## src/rtl/handshake_word_packer.sv

```systemverilog
// handshake_word_packer
//   Packs RATIO consecutive IN_WIDTH-bit input words into one OUT_WIDTH-bit
//   word. Input word k of a packed word lands in lane k, so the first word is
//   in the least-significant lane. A word is emitted when it is full or when
//   an input carries InputLast. Unwritten lanes of a partial word read as zero.
//
// Ports
//   clk, async_rst_n        clock, asynchronous active-low reset
//   clk_en                  clock enable; no transfer and no state change while low
//   InputREQ/ACK/Data/Last  upstream request/acknowledge word stream
//   OutputREQ/ACK           downstream handshake (FIFO write port)
//   OutputData              packed word, lane k = OutputData[k*IN_WIDTH +: IN_WIDTH]
//   OutputCount             number of valid lanes in OutputData (1..RATIO)
//   OutputLast              packed word closes a burst

// One lane register of the accumulator. When a write and a clear happen in
// the same cycle, the write wins, so a lane can be refilled on the cycle the
// previous word leaves.
module packerLane #(
  parameter int W = 8
) (
  input  logic         clk,
  input  logic         async_rst_n,
  input  logic         clr,
  input  logic         wr,
  input  logic [W-1:0] d,
  output logic [W-1:0] q
);
  always_ff @(posedge clk or negedge async_rst_n) begin
    if (!async_rst_n) q <= '0;
    else if (wr)      q <= d;
    else if (clr)     q <= '0;
  end
endmodule

module handshake_word_packer #(
  parameter  int IN_WIDTH  = 8,
  parameter  int RATIO     = 4,
  localparam int OUT_WIDTH = IN_WIDTH * RATIO,
  localparam int CNT_W     = $clog2(RATIO + 1)
) (
  input  logic                 clk,
  input  logic                 async_rst_n,
  input  logic                 clk_en,
  input  logic                 InputREQ,
  output logic                 InputACK,
  input  logic [IN_WIDTH-1:0]  InputData,
  input  logic                 InputLast,
  output logic                 OutputREQ,
  input  logic                 OutputACK,
  output logic [OUT_WIDTH-1:0] OutputData,
  output logic [CNT_W-1:0]     OutputCount,
  output logic                 OutputLast
);

  typedef enum logic {FILL, HOLD} state_t;

  state_t                           state, stateNext;
  logic   [CNT_W-1:0]               cnt, cntNext;
  logic                             lastNext;
  logic                             inXfer, outXfer;
  logic   [RATIO-1:0][IN_WIDTH-1:0] laneQ;

  // In HOLD an input is only taken when the held word leaves in the same
  // cycle; reset gating keeps ACK low while reset is asserted.
  assign InputACK = async_rst_n & clk_en & ((state == FILL) | OutputACK);
  assign inXfer   = InputREQ & InputACK;
  assign outXfer  = clk_en & (state == HOLD) & OutputACK;

  assign OutputREQ   = (state == HOLD);
  assign OutputCount = cnt;
  assign OutputData  = laneQ;

  always_comb begin
    stateNext = state;
    cntNext   = cnt;
    lastNext  = OutputLast;
    if (outXfer && inXfer) begin
      // Word leaves and the incoming word starts a fresh one in lane 0.
      cntNext   = CNT_W'(1);
      lastNext  = InputLast;
      stateNext = (InputLast || RATIO == 1) ? HOLD : FILL;
    end else if (outXfer) begin
      cntNext   = '0;
      lastNext  = 1'b0;
      stateNext = FILL;
    end else if (inXfer) begin
      cntNext  = cnt + 1'b1;
      lastNext = InputLast;
      if (cntNext == CNT_W'(RATIO) || InputLast) stateNext = HOLD;
    end
  end

  always_ff @(posedge clk or negedge async_rst_n) begin
    if (!async_rst_n) begin
      state      <= FILL;
      cnt        <= '0;
      OutputLast <= 1'b0;
    end else begin
      state      <= stateNext;
      cnt        <= cntNext;
      OutputLast <= lastNext;
    end
  end

  // Lane k is written by the k-th input of a word; when the previous word is
  // leaving, the new input always goes to lane 0 and every other lane clears.
  for (genvar k = 0; k < RATIO; k++) begin : gLane
    logic laneWr;
    assign laneWr = inXfer & (outXfer ? (k == 0) : (cnt == CNT_W'(k)));

    packerLane #(.W(IN_WIDTH)) uLane (
      .clk         (clk),
      .async_rst_n (async_rst_n),
      .clr         (outXfer),
      .wr          (laneWr),
      .d           (InputData),
      .q           (laneQ[k])
    );
  end

endmodule
```

## config.mk

```make
export PLATFORM = sky130hd
export DESIGN_NAME = handshake_word_packer
export DESIGN_NICKNAME = d
export VERILOG_FILES = /design/src/rtl/handshake_word_packer.sv
export SDC_FILE = /design/constraint.sdc
export NUM_CORES = 1
export LEC_CHECK = 0
export BUFFER_PORTS_ARGS = -buffer_cell sky130_fd_sc_hd__buf_2
export CORE_MARGIN = 3
export CORE_UTILIZATION = 25
export DETAILED_ROUTE_END_ITERATION = 7
export GPL_ROUTABILITY_DRIVEN = 0
export PLACE_DENSITY = 0.51
export SLEW_MARGIN = 20
export SYNTH_ARGS = -nofsm -noshare
export SYNTH_HDL_FRONTEND = slang
export SYNTH_SLANG_ARGS = --single-unit
```

## constraint.sdc

```tcl
create_clock -name clk -period 1.85 [get_ports clk]
set_input_delay 0.0925 -clock clk [delete_from_list [all_inputs] [get_ports clk]]
set_output_delay 0.0925 -clock clk [all_outputs]
set_load 0.01 [all_outputs]
```

; Yosys cells after proc, flatten, opt, wreduce, memory -nomap -nowiden
; Index checks and enable logic that the tools add are counted.
[word_totals]
register_bits = 37
input_bits = 14
out_inout_bits = 38
word_cells = 53
[classes]
addsub = 1
eq_ne = 4
n_mux = 20
bitwise = 11
n_reduce_logical = 10
[ops]
columns = operator, count
row1 = 2-to-1 mux 8 bit, 5
row2 = 2-to-1 mux 1 bit, 12
row3 = bitwise AND 1 bit, 9
row4 = 2-to-1 mux 3 bit, 3
row5 = nonzero test 2 bit, 4
row6 = equality test 3 x 2 -> 1 bit (second input constant), 2
row7 = nonzero test 3 bit, 2
row8 = adder 3 x 1 -> 3 bit (second input constant), 1
row9 = equality test 3 x 1 -> 1 bit (second input constant), 1
row10 = equality test 3 bit (second input constant), 1
row11 = zero test 3 bit, 1
row12 = AND reduction 2 bit, 1
row13 = logical AND 1 bit, 1
row14 = logical OR 1 bit, 1
row15 = inverter 1 bit, 1
row16 = bitwise OR 1 bit, 1

; Depth between registers and ports, before layout
; Gate-level depths: netlist (run 1).
[logic_depth]
word_depth = 7
mapped_depth = 5
mapped_depth_nobuf = 5

; By module
; From an unflattened synthesis (run 1), not the netlist that was laid out.
[hier_totals]
cells_unflattened = 111
hier_area_um2 = 1585.3
[by_module_without_submodules]
columns = module, n_inst, cells_each, area_each_um2, seq_area_each_um2
row1 = packerLane, 4, 18, 301.5, 200.2
row2 = handshake_word_packer, 1, 39, 379.1, 125.1

; Worst setup path after synthesis (run 1)
; OpenSTA, ideal clock, no wires.
[synth_timing]
path_kind = flip-flop to flip-flop
start = register cnt[0] (netlist: OutputCount[0])
end = register gLane[0].uLane.q[0]
setup_ns = 0.121
arrival_ns = 1.306
t_required_ns = 1.729
setup_slack_ns = 0.423
path_stages_with_launch = 6
path_buffers = 0
period_less_slack_ns = 1.427
cell_sequence = dfrtp_1 > inv_1 > ha_1 > nor2b_1 > o211a_2 > a22o_1
[synth_via]
elab_chain_len = 4
word_cells_on_any_way = 5
cone_classes = mux (2) / bitwise (1) / reduce/logical (2)
[synth_rtl]
columns = item, line
row1 = "start, declared", 59  ; logic [CNT_W-1:0] cnt, cntNext;
row2 = "start signal, assigned", 101  ; cnt <= cntNext;
row3 = zero test 3 bit (*), 110  ; assign laneWr = inXfer & (outXfer ? (k == 0) : (cnt == CNT_W'(k)));
row4 = 2-to-1 mux 1 bit (*), 110
row5 = bitwise AND 1 bit (*), 110
row6 = 2-to-1 mux 8 bit / nonzero test 2 bit (equally long branches), --
row7 = "end signal, assigned", 30  ; if (!async_rst_n) q <= '0;
row8 = "end signal, assigned", 31  ; else if (wr) q <= d;
row9 = "end signal, assigned", 32  ; else if (clr) q <= '0;
row10 = "end, declared", 27  ; output logic [W-1:0] q
; Mark *: on every way between the ends. The rest lies on a longest branch, timed or not.
; A chain may end at the register's enable or synchronous reset.

; Final worst setup path (run 1)
[layout_timing]
start = input port async_rst_n
end = output port InputACK
[layout_via]
elab_chain_len = 2
[layout_rtl]
columns = item, line
row1 = "start, declared", 43  ; input logic async_rst_n,
row2 = bitwise AND 1 bit (2 in series), 66  ; assign InputACK = async_rst_n & clk_en & ((state == FILL) | OutputACK);
row3 = "end, declared", 46  ; output logic InputACK,
; No other way between the ends.

==> metrics.txt, run 1 <==
worst-path maximum fanout 38; diode count 0; Final Skew 0.00294 ns; RSZ-0062 raised after global routing no; Final HPWL DP 3.09 mm; Post-CTS Setup Inserts 0; CP Data Arrival Time 1.53 ns; Clock Pin Slew Worst Setup and Hold Paths 0.07 ns; crit path launch type input pin; hold depth 2; cells after synthesis 145; Synth Register Bits 37; Post-synth top cells 37 x dfrtp_1, 28 x nand2_1, 24 x mux2i_1, 12 x inv_1, 8 x a22o_1; # fillers 673; status finished, final reports clean; WL/cell 15.1 um; TritonCTS Buffers 5; Fin Setup TNS 0 ns; MaxCap Viol Count 0; top-count cell post-synth dfrtp_1; min Tclk post-route 1.62 ns; DR DRC count 0; dpl cells 272; worst-skew pair later-pin latency 0.28 ns; core area 6460 sq um; Net Count, Synth 165; DR vias 1230; drt initial violations 40; Crit Path Class in2out; worst vdd ir 0.000469 V; Tcrit/Tclk final 87.5%; Mean Syn Cell Area 11.6 sq um; Cell Area, Synth 1690 sq um; Fmax 618 MHz; Final Hold Fails 0; WP data required 1.76 ns; R2R depth 4; Pint 1.83 mW; number of synthesis warnings 0; Sw Pwr 0.995 mW; Worst Tran Pin Value 0.526 ns; final max-slew violation count 0; IO Count 52; Via density 4.39; Synth-to-Final Area Change 26.2%; Post-synth EDFFs 0; Leak 1.22 nW; root buffer cell clkbuf_8; hold path start InputData[4]; share of power burned in registers 45.4%; largest net degree at the start of global routing 39; Logic pwr share 34.7%; area leader, netlist dfrtp_1; utilization after layout 32.9%; first-pass GRT wire length 6.73 mm; die width 88.1 um; CP Capture Type output port; sw frac 35.2%; CTS tree done; FF-to-FF End gLane[3].uLane.q[5]; Worst Hold Class in2reg; Initial Util 26.1%; Resize count post-CTS 0; gr usage total 11.6%; H-tree Lvls 2; Final Non-Filler Cells 280; DR pass1 iterations 4; largest cells by area after synthesis dfrtp_1 55%, mux2i_1 14%, nand2_1 6.2%; Rel. slew slack 65.0%; Power Dens Cells 1330 nW/um^2; antenna violations before repair 0; top cell type's share of synthesized area 54.9%; synth unique cells 23; part of the power in the clock network 19.9%; port bufs 51; clock sinks 37; Post-synth ARST share 100%; Post-Route WL 4.23 mm; vias in the first global route 1277; most common flop cell mapped by yosys dfrtp_1; Seq/Total Area, Yosys 54.9%; Std-Cell Rows 29; full die area 7760 sq um; Max Buffers Root-to-Sink 2; Crit Reg-Reg Startpoint OutputCount[1]; share of layout cells above drive strength 1 32.0%; antenna violation net count after detailed routing 0; Worst Hold End gLane[0].uLane.q[4]; Die Ht 88.1 um; Reg2Reg Setup Slack 0.29 ns; layout net count 223; gr ovfl total 0; final setup vio count 0
[power groups by stage]
stage,Combinational [mW],Clock (mW),Sequential [mW]
finish,0.980,0.563,1.28
global route,1.11,0.617,1.33
CTS,1.01,0.587,1.29
detailed placement,1.00,0,1.30
global placement,0.997,0,1.30
floorplan,0.430,0,1.41
[worst max-delay path, cell delays in order]
cell and delay, ns:
dlygate4sd3_1 0.52, buf_2 0.12, buf_4 0.43, and3_1 0.23, buf_2 0.12
[worst max-delay path by stage]
stage	start	end	slack [ns]	cells past startpoint
after detailed placement	OutputCount[0]	gLane[3].uLane.q[5]	0.26	4
after floorplan	OutputCount[0]	gLane[0].uLane.q[0]	0.42	5
final	async_rst_n	InputACK	0.23	5
after CTS	async_rst_n	InputACK	0.19	5
after global placement	OutputCount[0]	gLane[3].uLane.q[1]	0.34	4
after global routing	async_rst_n	InputACK	0.09	5
[per-layer routing]
| layer | up-vias | share of wire [%] | global-route usage, % |
|---|---|---|---|
| li1 | 605 | - | - |
| met1 | 583 | 46 | 15.4 |
| met2 | 37 | 47 | 18.5 |
| met3 | 5 | 6.7 | 3.95 |
| met4 | 0 | 0.90 | 2.88 |
| met5 | - | 0 | 0 |
[metrics by stage]
step / instance area (sq um) / hold slack, ns / worst slack (ns) / power [mW]
final: 2130 / 0.0555 / 0.231 / 2.83
after global routing: 2130 / 0.0452 / 0.0927 / 3.05
after CTS: 2130 / 0.0478 / 0.188 / 2.89
after detailed placement: 2030 / 0.232 / 0.264 / 2.30
after global placement: 2030 / 0.228 / 0.338 / 2.29
after floorplan: 1690 / -0.203 / 0.423 / 1.84
[cell type report]
| type | count | area [sq um] | share of cell area [%] |
|---|---|---|---|
| repair buffers | 56 | 295 | 13.9 |
| inverters | 12 | 45.0 | 2.12 |
| flip-flops and latches | 37 | 926 | 43.5 |
| clock buffers | 7 | 86.3 | 4.06 |
| multi-input cells | 91 | 678 | 31.9 |
| well taps | 77 | 96.3 | 4.53 |
[cells in the final DEF, fill, tap and decap left out, drive strengths merged]
cell and count:
buf 55, dfrtp 37, nand2 28, mux2i 24
inv 12, a22o 8, clkbuf 7, ha 6
nand3 5, and3 4, o21ai 3, nor2 2
nor2b 2, a21oi 2, nand2b 1, a211oi 1
a31oi 1, o211a 1, xnor2 1, nor3 1
a221oi 1, dlygate4sd3 1
[registers in the layout, indices dropped and copies added, names as in the netlist]
register,cells
OutputCount,3
OutputLast,1
gLane.uLane.q,32
OutputREQ,1
[cell families after synthesis]
kind of cell / synth area share, %
buf+inv: 4.83
compound gates: 8.46
simple gates: 12.5
flops: 54.9
mux: 14.3
xor+xnor: 0.520
fa+ha+maj: 4.45
[what timing repair did]
item | 4_1_cts | 5_1_grt
hold buffers | 1 | 0
setup endpoints to repair | 0 | 0
hold endpoints to repair | 37 | 0
Note: power is estimated with default switching activity, not from simulation.
==> inputs of run 2 (changes only) <==
--- a/config.mk
+++ b/config.mk
@@ -6,11 +6,11 @@
 export NUM_CORES = 1
 export LEC_CHECK = 0
 export BUFFER_PORTS_ARGS = -buffer_cell sky130_fd_sc_hd__buf_2
-export CORE_MARGIN = 3
-export CORE_UTILIZATION = 25
+export CORE_MARGIN = 5
+export CORE_UTILIZATION = 45
 export DETAILED_ROUTE_END_ITERATION = 7
 export GPL_ROUTABILITY_DRIVEN = 0
-export PLACE_DENSITY = 0.51
+export PLACE_DENSITY = 0.78
 export SLEW_MARGIN = 20
 export SYNTH_ARGS = -nofsm -noshare
 export SYNTH_HDL_FRONTEND = slang
==> run 2 against run 1 <==
  * Clock-buffer cell count unchanged
  * Cell count decreased by 10%
  * Core utilization increased by 25 points
  * Sequential power is essentially flat
  * Global-route usage increased by 3.6 points
  * Power increased by 4.6%
  * Fmax up 6.7%
==> metrics.txt, run 2 (synthesis results as in run 1) <==
status finished, final reports clean; DR DRC count 0 (unchanged); layout net count 222 (-0.45%); Final Non-Filler Cells 251 (-10%); Power Dens Cells 1400 nW/um^2 (+5.3%); Synth-to-Final Area Change 25.4%; Place WS 0.354 ns (+0.0895 ns); gr ovfl total 0 (unchanged); CTS tree done; DR pass1 iterations 4 (unchanged); diode count 0 (unchanged); Initial Util 46.4% (+20 points); CP Data Arrival Time 1.72 ns (+0.19 ns); crit path launch type input pin; gr usage total 15.3% (+3.6 points); WP data required 2.05 ns (+0.29 ns); RSZ-0062 raised after global routing no; Std-Cell Rows 22 (-24%); Final HPWL DP 2.80 mm (-9.2%); Worst Tran Pin Value 0.459 ns (-0.0665 ns); die width 71.2 um (-19%); Crit Path Class in2reg; Final Skew 0.00505 ns (+0.00211 ns); WL/cell 14.4 um (-4.5%); first-pass GRT wire length 6.12 mm (-9.0%); worst-skew pair later-pin latency 0.28 ns (about the same); hold path start InputData[2]; CP Capture Type flop; Post-Route WL 3.62 mm (-14%); Worst Hold Class in2reg; antenna violations before repair 0 (unchanged); H-tree Lvls 2 (unchanged); core area 3630 sq um (-44%); utilization after layout 58.2% (+25 points); Post-CTS Setup Inserts 0 (unchanged); start point of the critical path async_rst_n; Leak 1.23 nW (+0.81%); Max Buffers Root-to-Sink 2 (unchanged); full die area 5070 sq um (-35%); Largest Register gLane.uLane.q; final max-slew violation count 0 (unchanged); Rel. slew slack 69.4% (+4.4 points); TritonCTS Buffers 5 (unchanged); port bufs 51 (unchanged); min Tclk post-route 1.52 ns (-0.102 ns); placed inst area 1990 sq um (-2.2%); Final Hold Fails 0 (unchanged); slack of the critical path 0.333 ns (+0.102 ns); drt initial violations 100 (+150%); Crit Reg-Reg Startpoint OutputCount[0]; vias in the first global route 1246 (-2.4%); max reg flops 32 (unchanged); Fin Setup TNS 0 ns (unchanged); Fmax 659 MHz (+6.7%); clock sinks 37 (unchanged); share of layout cells above drive strength 1 32.0% (unchanged); Via density 4.88 (+11%); worst-path maximum fanout 8 (-79%); largest net degree at the start of global routing 34 (-13%); final setup vio count 0 (unchanged); commonest cells after routing, fill and taps aside 51 x buf_2, 37 x dfrtp_1, 28 x nand2_1; IO Count 52 (unchanged); DR vias 1225 (-0.41%); Die Ht 71.2 um (-19%); Clock Pin Slew Worst Setup and Hold Paths 0.07 ns (about the same); Tcrit/Tclk final 82.0% (-5.5 points); MaxCap Viol Count 0 (unchanged); antenna violation net count after detailed routing 0 (unchanged); most common cell after layout, fill and taps aside buf_2; root buffer cell clkbuf_8; dpl cells 242 (-11%); worst vdd ir 0.000612 V (+31%); Design Area, Final 2110 sq um (-0.65%)
==> run 2: cell types whose count changed in the layout (fill, tap and decap cells not counted) <==
cell,change
buf_4,-1
bufinv_16,+1
==> run 2: per-stage QoR <==
stage                     power, mW  hold WS (ns)
after floorplan                1.84        -0.203
after global placement         2.25       -0.0699
after detailed placement       2.28       -0.0713
after CTS                      3.00        0.0410
after global routing           3.16        0.0463
final                          2.96        0.0432
==> run 2: area by class of cell <==
| type | count | area [sq um] |
|---|---|---|
| fillers | 347 | 1520 |
| flip-flops and latches | 37 | 926 |
| multi-input cells | 91 | 678 |
| repair buffers | 55 | 288 |
| clock buffers | 7 | 86.3 |
| well taps | 48 | 60.1 |
| inverters | 12 | 45.0 |
| clock inverters | 1 | 30.0 |
==> run 2: path summary, 6_finish.rpt <==
check / endpoint / slack [ns] / depth (start not counted)
worst max-delay path: gLane[3].uLane.q[6] / 0.33 / 5
worst min-delay path: gLane[0].uLane.q[2] / 0.04 / 2
worst max register to register: gLane[3].uLane.q[6] / 0.34 / 4
worst min register to register: gLane[0].uLane.q[4] / 0.50 / 1
max in group asynchronous: gLane[0].uLane.q[2] / 1.07 / 3
min in group asynchronous: OutputCount[0] / 0.16 / 2
==> run 2: timing repair <==
item                      4_1_cts  5_1_grt
resized for setup               0        0
hold endpoints to repair       37        0
hold buffers                    1        0
==> run 2: layer usage <==
layer	up-vias	routed length (um)	track usage (%)
met1	582	1710	21.4
met5	-	0	0
met3	6	212	3.55
li1	604	-	-
met4	0	61	6.05
met2	33	1640	22.9
==> run 2: power by group <==
part / internal, mW / switching (mW) / leakage [nW]
clock network: 0.439 / 0.270 / 0.0585
registers: 1.09 / 0.172 / 0.496
logic: 0.442 / 0.541 / 0.678
total: 1.97 / 0.983 / 1.23
==> run 2: worst max-delay path: stages <==
cell           delay (ns)
dlygate4sd3_1        0.52
buf_2                0.19
and3_1               0.22
and3_1               0.46
mux2i_1              0.25
==> inputs of run 3 (changes only) <==
--- a/config.mk
+++ b/config.mk
@@ -5,12 +5,13 @@
 export SDC_FILE = /design/constraint.sdc
 export NUM_CORES = 1
 export LEC_CHECK = 0
+export ABC_AREA = 1
 export BUFFER_PORTS_ARGS = -buffer_cell sky130_fd_sc_hd__buf_2
 export CORE_MARGIN = 5
 export CORE_UTILIZATION = 45
 export DETAILED_ROUTE_END_ITERATION = 7
 export GPL_ROUTABILITY_DRIVEN = 0
-export PLACE_DENSITY = 0.78
+export PLACE_DENSITY = 0.77
 export SLEW_MARGIN = 20
 export SYNTH_ARGS = -nofsm -noshare
 export SYNTH_HDL_FRONTEND = slang
==> constraint.sdc (replaced) <==
create_clock -name clk -period 1.4 [get_ports clk]
set_input_delay 0.07 -clock clk [delete_from_list [all_inputs] [get_ports clk]]
set_output_delay 0.07 -clock clk [all_outputs]
set_load 0.01 [all_outputs]
==> run 3 against run 2 <==
  * Via count grew 22%
  * Cell count grew 22%
  * Clock power grew 12%
  * Combinational power grew 58%
  * Area after synthesis grew 6.5%
  * Die area grew 5.5%
  * Routed wire length grew 14%
  * Final area grew 8.1%
  * Global-route usage grew 1.4 points
  * First-iteration DRC count shrank 21%
  * Sequential power grew 31%
  * Sequential share of layout area shrank 3.2 points
  * Largest cell class unchanged
==> metrics.txt, run 3 <==
status finished, final reports clean; Final Skew 0.00338 ns (-0.00167 ns); Initial Util 45.5% (-0.87 points); share of layout cells above drive strength 1 41.6% (+9.5 points); number of synthesis warnings 0 (unchanged); post-synthesis adder-cell area fraction 4.18% (-0.27 points); routed wl met3 316 um (+49%); H-tree Lvls 2 (unchanged); Post-synth top cells 83 x nand2_1, 37 x dfrtp_1, 17 x nand3_1, 9 x inv_1, 8 x nand3_2; commonest cells after routing, fill and taps aside 80 x nand2_1, 51 x buf_2, 35 x dfrtp_1; Final Hold Fails 0 (unchanged); CP Data Arrival Time 1.53 ns (-0.19 ns); Overall Power 4.01 mW (+35%); RSZ-0062 raised after global routing yes; Net Count, Synth 213 (+29%); Std-Cell Rows 23 (+4.5%); largest net degree at the start of global routing 38 (+12%); hold path start InputLast; Mean Syn Cell Area 9.30 sq um (-20%); Fin Setup TNS 0 ns (unchanged); Worst Tran Pin Value 0.468 ns (+0.00891 ns); cells after synthesis 193 (+33%); WP data required 1.59 ns (-0.46 ns); antenna violation net count after detailed routing 0 (unchanged); Synth-to-Final Area Change 27.3%; Post-Synth XOR/XNOR Area 0.488% (-0.032 points); drt initial violations 79 (-21%); gr ovfl total 0 (unchanged); synth unique cells 21 (-8.7%); clock sinks 37 (unchanged); worst-path maximum fanout 8 (unchanged); WL/cell 13.5 um (-6.5%); largest cells by area after synthesis dfrtp_1 52%, nand2_1 17%, nand3_1 4.7%; Crit Path Class reg2reg; area leader, netlist dfrtp_1; diode count 0 (unchanged); DR pass1 iterations 4 (unchanged); register area 928 sq um (+0.27%); TritonCTS Buffers 5 (unchanged); largest family of logic cells by synthesized area simple AND/OR/NAND/NOR gates; Via density 4.89 (about the same); final setup vio count 0 (unchanged); DR vias 1490 (+22%); Largest Register gLane.uLane.q; Die Ht 73.1 um (+2.7%); Synth Register Bits 37 (unchanged); first-pass GRT wire length 6.82 mm (+11%); port bufs 51 (unchanged); mux cell area share after synthesis 0% (-14 points); utilization after layout 57.9% (-0.21 points); MaxCap Viol Count 0 (unchanged); root buffer cell clkbuf_8; R2R depth 9 (+5); max reg flops 32 (unchanged); Cell Area, Synth 1790 sq um (+6.5%); crit path launch type flop; Post-Route WL 4.12 mm (+14%); Crit Reg-Reg Startpoint OutputCount[1]; layout net count 274 (+23%); worst vdd ir 0.000879 V (+44%); M1 wire length 1.72 mm (+0.53%); Fmax 748 MHz; DR DRC count 0 (unchanged); DR WL met2 1.98 mm (+21%); max layer used met4; CP Capture Type flop; worst-skew pair later-pin latency 0.29 ns (about the same); Worst Hold Class in2reg; Seq/Total Area, Yosys 51.6% (-3.3 points); core area 3940 sq um (+8.5%); Power Dens Cells 1750 nW/um^2 (+25%); vias in the first global route 1508 (+21%); most common cell after layout, fill and taps aside nand2_1; min Tclk post-route 1.34 ns; # fillers 356 (+2.6%); Leak 1.35 nW (+9.2%); final max-slew violation count 0 (unchanged); Synth Area in Simple Gates 37.9% (+25 points); start point of the critical path OutputCount[1]; Worst Hold Slack 0.0158 ns (-0.0275 ns); gr usage total 16.7% (+1.4 points); Tcrit/Tclk final 95.5%; Synth Area in Compound Gates 1.46% (-7.0 points); Final HPWL DP 3.06 mm (+9.2%); antenna violations before repair 0 (unchanged); Max Buffers Root-to-Sink 2 (unchanged); die width 73.1 um (+2.7%); Clock Pin Slew Worst Setup and Hold Paths 0.08 ns (about the same); top cell type's share of synthesized area 51.6% (-3.3 points); CTS tree done; full die area 5350 sq um (+5.5%); Post-synth ARST share 100% (unchanged); IO Count 52 (unchanged); multi-input logic area 836 sq um (+23%); Post-synth EDFFs 0 (unchanged); Rel. slew slack 68.8% (-0.59 points); most common flop cell mapped by yosys dfrtp_1; hold depth 3 (+1); top-count cell post-synth nand2_1
==> run 3: cell count changes in the layout (fill, tap and decap cells not counted), moves of 5 or more <==
cell     previous run  this run
nand2_1            28        80
mux2i_1            24         0
nand3_1             3        16
nand3_2             0         9
a22o_1              8         0
inv_2               0         8
inv_1              12         6
nand2_2             0         5
nand2_4             0         5
==> run 3: layer usage <==
metal  up-vias  GRT usage (%)
met5         -              0
met4         0           7.79
met3         9           4.68
met2        51           26.1
met1       703           21.4
li1        727              -
==> run 3: path summary, 6_finish.rpt <==
kind | endpoint | slack (ns)
max | gLane[2].uLane.q[4] | 0.06
min | OutputLast | 0.02
max reg2reg | gLane[2].uLane.q[4] | 0.06
min reg2reg | gLane[0].uLane.q[7] | 0.48
max in group asynchronous | OutputCount[0] | 0.65
min in group asynchronous | gLane[1].uLane.q[5] | 0.39
==> run 3: critical path: stages, from the launching register on <==
cell     delay [ns]
dfrtp_1        0.41
buf_4          0.13
ha_2           0.15
inv_2          0.04
nor2_4         0.11
nand2_4        0.08
inv_4          0.09
nand2_8        0.08
nand3_2        0.09
nand2_2        0.04
==> run 3: layout make-up <==
cell class | count | share of cell area [%]
well taps | 50 | 2.74
flip-flops and latches | 37 | 40.6
repair buffers | 57 | 13.3
clock inverters | 2 | 0.602
inverters | 15 | 2.57
multi-input cells | 138 | 36.6
clock buffers | 6 | 3.61
==> run 3: kinds of logic after synthesis <==
kind of cell,count (synthesis)
buffers and inverters,18
DFF,37
xor gates and xnor gates,1
AOI/OAI and AO/OA,4
adders and majority gates,6
and+or+nand+nor,127
==> run 3: where the power goes <==
group | switching [mW] | total [mW] | leakage (nW) | internal [mW]
sequential | 0.245 | 1.66 | 0.495 | 1.41
combinational | 0.920 | 1.55 | 0.799 | 0.635
clock | 0.394 | 0.793 | 0.0512 | 0.399
total | 1.56 | 4.01 | 1.35 | 2.45
==> run 3: timing repair <==
item / 4_1_cts / 5_1_grt
buffers inserted: 0 / 3
resized for setup: 0 / 17
endpoints found under the setup margin: 0 / 33
hold buffers: 1 / 0
endpoints found under the hold margin: 37 / 0
==> run 3: metrics by stage <==
stage	setup WS, ns	instance area (sq um)	std cells
2_1_floorplan	0.115	1790	193
3_3_place_gp	0.0636	2100	293
3_5_place_dp	0.0258	2100	293
4_1_cts	0.00808	2210	302
5_1_grt	-0.0138	2280	305
6_report	0.0633	2280	305
